## config.mk

```make
export PLATFORM = sky130hd
export DESIGN_NAME = regfile_32x32_2r1w
export DESIGN_NICKNAME = d
export VERILOG_FILES = /design/src/rtl/regfile_pkg.sv /design/src/rtl/regfile_32x32_2r1w.sv
export SDC_FILE = /design/constraint.sdc
export NUM_CORES = 2
export LEC_CHECK = 0
export CAP_MARGIN = 5
export CORE_MARGIN = 4
export CORE_UTILIZATION = 57
export DETAILED_ROUTE_END_ITERATION = 10
export GPL_ROUTABILITY_DRIVEN = 0
export PLACE_DENSITY_LB_ADDON = 0.1
export SETUP_SLACK_MARGIN = 0.05
export SYNTH_ARGS = -nofsm -noshare
export SYNTH_HDL_FRONTEND = slang
export SYNTH_SLANG_ARGS = --single-unit
```

## constraint.sdc

```tcl
create_clock -name clk -period 8.37 [get_ports clk]
set_clock_uncertainty 0.1 [all_clocks]
set_input_delay 1.674 -clock clk [delete_from_list [all_inputs] [get_ports clk]]
set_output_delay 1.674 -clock clk [all_outputs]
set_load 0.01 [all_outputs]
```

## src/rtl/regfile_pkg.sv

```systemverilog
// Shared widths and types for the 32x32 general-purpose register file.
package regfile_pkg;

    localparam int unsigned DATA_W = 32;
    localparam int unsigned ADDR_W = 5;
    localparam int unsigned DEPTH  = 32;

    typedef logic [ADDR_W-1:0] reg_addr_t;
    typedef logic [DATA_W-1:0] reg_data_t;

endpackage

```

## src/rtl/regfile_32x32_2r1w.sv

```systemverilog
// 32x32 register file: one synchronous write port gated by mode, two combinational read ports.
// Register 0 is ordinary storage; reads show pre-edge contents during a same-address write.
module regfile_32x32_2r1w
    import regfile_pkg::*;
#(
    parameter int unsigned DATA_W = regfile_pkg::DATA_W,
    parameter int unsigned ADDR_W = regfile_pkg::ADDR_W,
    parameter int unsigned DEPTH  = regfile_pkg::DEPTH
) (
    input  logic              clk,
    input  logic              reset,
    input  logic              mode,
    input  logic [ADDR_W-1:0] write_addr,
    input  logic [DATA_W-1:0] write_data,
    input  logic [ADDR_W-1:0] read_addr1,
    input  logic [ADDR_W-1:0] read_addr2,
    output logic [DATA_W-1:0] read_data1,
    output logic [DATA_W-1:0] read_data2
);

    if (DEPTH != (1 << ADDR_W)) begin : g_depth_check
        $error("DEPTH must equal 2**ADDR_W");
    end

    logic [DATA_W-1:0] regs [DEPTH];

    // Reset wins over a simultaneous write; the write is simply dropped.
    always_ff @(posedge clk) begin
        if (!reset) begin
            for (int unsigned i = 0; i < DEPTH; i++) begin
                regs[i] <= '0;
            end
        end else if (mode) begin
            regs[write_addr] <= write_data;
        end
    end

    assign read_data1 = regs[read_addr1];
    assign read_data2 = regs[read_addr2];

endmodule

```

==> impl_results.html <==
<table>
<tr><th>Metric</th><th>Value</th></tr>
<tr><th colspan="2">Status</th></tr>
<tr><td>Status</td><td>complete, but fails checks</td></tr>
<tr><td>Failing checks</td><td>design-rule violations</td></tr>
<tr><th colspan="2">Synth</th></tr>
<tr><td>Leading post-synthesis cells by cell area</td><td>edfxtp_1, mux2i_1, and2_1</td></tr>
<tr><td>Number of warnings issued by yosys</td><td>0</td></tr>
<tr><td>Synthesized flop and latch total</td><td>1024</td></tr>
<tr><td>Synth Area per Inst</td><td>12.0 um^2</td></tr>
<tr><td>Net count after synthesis</td><td>4696</td></tr>
<tr><td>Sequential fraction of the synthesis area</td><td>55.2%</td></tr>
<tr><td>Cell count after synthesis</td><td>4646</td></tr>
<tr><td>Share of the synthesized area in the top cell type</td><td>55.2%</td></tr>
<tr><td>Area leader, netlist</td><td>edfxtp_1</td></tr>
<tr><td>Summed instance area of the synthesized netlist</td><td>55800 um^2</td></tr>
<tr><td>Number of different library cells in the post-synthesis netlist</td><td>27</td></tr>
<tr><th colspan="2">Floorplan</th></tr>
<tr><td>DIE HEIGHT</td><td>321 um</td></tr>
<tr><td>Initial core utilization</td><td>57.6%</td></tr>
<tr><td>Num ports</td><td>114</td></tr>
<tr><td>Number of core rows</td><td>114</td></tr>
<tr><td>Total die area</td><td>103000 um^2</td></tr>
<tr><td>Core Area</td><td>96900 um^2</td></tr>
<tr><td>Die extent in x</td><td>321 um</td></tr>
<tr><th colspan="2">Clock network</th></tr>
<tr><td>Clk root buf</td><td>clkbuf_16</td></tr>
<tr><td>CTS-repair resized insts</td><td>0</td></tr>
<tr><td>Number of hold buffers added after CTS</td><td>0</td></tr>
<tr><td>CTS sink cnt</td><td>1024</td></tr>
<tr><td># H-tree levels</td><td>3</td></tr>
<tr><td>Setup repair bufs after CTS</td><td>0</td></tr>
<tr><td>Clock buffers created by TritonCTS</td><td>111</td></tr>
<tr><td>CTS clk-pin slew, worst paths</td><td>60 ps</td></tr>
<tr><td>Clock tree from TritonCTS</td><td>done</td></tr>
<tr><td>Max Root-Sink Buffers</td><td>3</td></tr>
<tr><th colspan="2">Final layout</th></tr>
<tr><td>Flip-flop count of the largest register, all copies and words added</td><td>1024</td></tr>
<tr><td>Seq. cell area</td><td>30700 um^2</td></tr>
<tr><td>Largest regs</td><td>regs: 1024 flops</td></tr>
<tr><td>Filler cell count</td><td>7402</td></tr>
<tr><td>Share of final-layout standard cells stronger than drive strength 1</td><td>8.00%</td></tr>
<tr><td>Multi-input logic area</td><td>23600 um^2</td></tr>
<tr><td>Fraction of the core area covered by cells at the end of the flow</td><td>63.8%</td></tr>
<tr><td>Register bank with the most flops</td><td>regs</td></tr>
<tr><td>Final net count</td><td>4610</td></tr>
<tr><td>Layout-stage area growth over the synthesis result</td><td>10.9%</td></tr>
<tr><th colspan="2">Timing</th></tr>
<tr><td>TNS Setup</td><td>0 ps</td></tr>
<tr><td>Number of endpoints failing setup at the final stage</td><td>0</td></tr>
<tr><td>Number of hold violations in the final report</td><td>0</td></tr>
<tr><td>Number of pins with negative max-slew slack in the final report</td><td>0</td></tr>
<tr><td>RSZ-0062 raised after global routing</td><td>false</td></tr>
<tr><td>Worst slew margin relative to its limit</td><td>10.5%</td></tr>
<tr><td>Final period demand of the worst path</td><td>7020 ps</td></tr>
<tr><td>Fmax</td><td>0.142 GHz</td></tr>
<tr><td>Transition time of the tightest slew-check pin</td><td>1340 ps</td></tr>
<tr><td>PnR worst setup slack</td><td>1350 ps</td></tr>
<tr><td>Ratio of final minimum period to clock period</td><td>83.9%</td></tr>
<tr><th colspan="2">Route</th></tr>
<tr><td>Number of nets with antenna violations after routing</td><td>0</td></tr>
<tr><td>Routed wire length</td><td>180 mm</td></tr>
<tr><td>Number of vias after detailed routing</td><td>39200</td></tr>
<tr><td>Routed len/inst</td><td>30.4 um</td></tr>
<tr><td>Initial drt markers</td><td>4688</td></tr>
<tr><td>First drt pass iteration count</td><td>9</td></tr>
<tr><td>Number of DRC violations after detailed routing</td><td>2</td></tr>
<tr><td>Detailed-route vias per instance</td><td>6.61</td></tr>
<tr><th colspan="2">Setup path</th></tr>
<tr><td>Required time of the critical path</td><td>6600 ps</td></tr>
<tr><td>Startpoint kind of the worst setup timing path</td><td>primary input</td></tr>
<tr><td>Critical Path End Type</td><td>output pin</td></tr>
<tr><td>Crit Path Category</td><td>primary input to output pin</td></tr>
<tr><td>Critical path peak fanout</td><td>49</td></tr>
<tr><td>Critical path data arrival time</td><td>5250 ps</td></tr>
<tr><th colspan="2">Global route</th></tr>
<tr><td>Combined global-route utilization of all metal layers</td><td>34.5%</td></tr>
<tr><td>First-pass GRT wire length</td><td>261 mm</td></tr>
<tr><td>Number of antenna violations at the first check in global routing</td><td>6</td></tr>
<tr><td>Via count of the first global-routing pass</td><td>38800</td></tr>
<tr><td>Grt total ovfl</td><td>0</td></tr>
<tr><td>Maximum number of pins on one net before global-route repair</td><td>109</td></tr>
<tr><th colspan="2">Placement</th></tr>
<tr><td>Setup WS pre-CTS</td><td>1410 ps</td></tr>
<tr><td>IO Port Bufs</td><td>113</td></tr>
<tr><td>DP Wirelength</td><td>108 mm</td></tr>
<tr><th colspan="2">Power and ir drop</th></tr>
<tr><td>Share of total power consumed by net switching</td><td>25.7%</td></tr>
<tr><td>Peak supply drop</td><td>0.000173 V</td></tr>
<tr><td>Switching power</td><td>3.16 mW</td></tr>
<tr><td>Power share of the clock group</td><td>38.2%</td></tr>
<tr><td>Power Density</td><td>199 nW/um^2</td></tr>
<tr><td>Leakage power total</td><td>23.9 nW</td></tr>
<tr><td>Internal power consumption</td><td>9.15 mW</td></tr>
<tr><td>Overall power after layout</td><td>12.3 mW</td></tr>
<tr><td>Comb pwr share</td><td>12.6%</td></tr>
<tr><td>Seq pwr share</td><td>49.3%</td></tr>
<tr><th colspan="2">Job</th></tr>
<tr><td>Max capacitance violation total</td><td>0</td></tr>
<tr><th colspan="2">Worst hold path</th></tr>
<tr><td>Classification of the worst-slack hold path</td><td>primary input to register</td></tr>
</table>
[routing by layer]
layer  part of all wire [%]  wire length (um)  up-vias  track usage (%)
met5                 0.0061                11        -                0
met4                    5.4              9790        2             17.4
met3                    9.8             17700      505             6.37
met2                     47             84300     2209             55.7
met1                     38             68400    19600             45.0
li1                       -                 -    16900                -
[cell families (layout without fill, tap and decap cells)]
kind of cell,after synthesis,count (layout),share of synthesized area [%]
AND/OR/NAND/NOR,1535,1535,15.7
multiplexers,1024,1024,18.4
flip-flops,1024,1024,55.2
AO/OA/AOI/OAI,608,608,7.32
buffers and inverters,455,457,3.49
other,0,5,0
[power groups by stage]
| stage | sequential, mW | clock [mW] | combinational (mW) |
|---|---|---|---|
| 5_1_grt | 6.09 | 4.93 | 1.61 |
| 3_5_place_dp | 6.16 | 0 | 1.51 |
| 4_1_cts | 6.06 | 4.71 | 1.52 |
| 2_1_floorplan | 6.14 | 0 | 0.881 |
| 6_report | 6.07 | 4.70 | 1.55 |
| 3_3_place_gp | 6.14 | 0 | 1.50 |
[final timing paths]
| path | start | to | cells after the start |
|---|---|---|---|
| setup / recovery | read_addr2[0] | read_data2[9] | 8 |
| hold / removal | reset | regs[9][17] | 3 |
[through the flow]
| step | instance area (um^2) | hold slack [ps] | instances |
|---|---|---|---|
| final | 61800 | 1790 | 5929 |
| after global routing | 61800 | 1770 | 5924 |
| after CTS | 61800 | 1740 | 5924 |
| after detailed placement | 58400 | 2460 | 5723 |
| after global placement | 58400 | 2450 | 5723 |
| after floorplan | 55800 | 1770 | 4646 |
[cells in the mapped netlist]
cell type	n
nor2b_1	4
a22oi_1	192
mux2i_1	1024
a22o_1	128
nand3_1	193
a31oi_1	64
nor2_2	1
nand4_1	1
nand2b_1	4
a21oi_1	192
or3b_1	2
clkbuf_2	15
nand3b_1	3
edfxtp_1	1024
buf_1	23
and2_1	1026
buf_2	126
nand4b_1	1
buf_4	16
o21ai_0	32
nor2_1	33
clkbuf_1	275
or2_2	2
nor3_1	64
or3_1	2
nand2_1	197
nor2_4	2
[area by class of cell]
cell class / instances / area share [%]
Clock buffer: 144 / 4.83
Clock inverter: 57 / 0.676
Sequential cell: 1024 / 49.8
Antenna cell: 5 / 0.0202
Timing Repair Buffer: 256 / 3.96
Tap cell: 1276 / 2.58
Multi-Input combinational cell: 3167 / 38.2
[cells in the final DEF (no fill, tap or decap), types with 6 or more instances in the layout]
master           netlist  routed
a31oi_1               64      64
clkinv_1               0      25
clkbuf_1             275      29
nand3_1              193     193
bufinv_16              0       6
nor3_1                64      64
clkinv_2               0      22
clkdlybuf4s50_1        0     110
a22oi_1              192     192
nor2_4                 2      11
a22o_1               128     128
nand2_1              197     196
a21oi_1              192     192
buf_12                 0      19
mux2i_1             1024    1024
buf_4                 16     125
clkbuf_16              0     115
edfxtp_1            1024    1024
o21ai_4                0      32
nor2_2                 1      23
and2_1              1026    1024
[worst max-delay path, cell delays in order]
cell and delay, ps:
clkdlybuf4s50_1 650, and2_4 730, buf_4 370, a22o_1 170, nor3_1 80, a31oi_1 530, nand3_1 370, clkdlybuf4s50_1 580
Power figures use the tool's default switching activity.
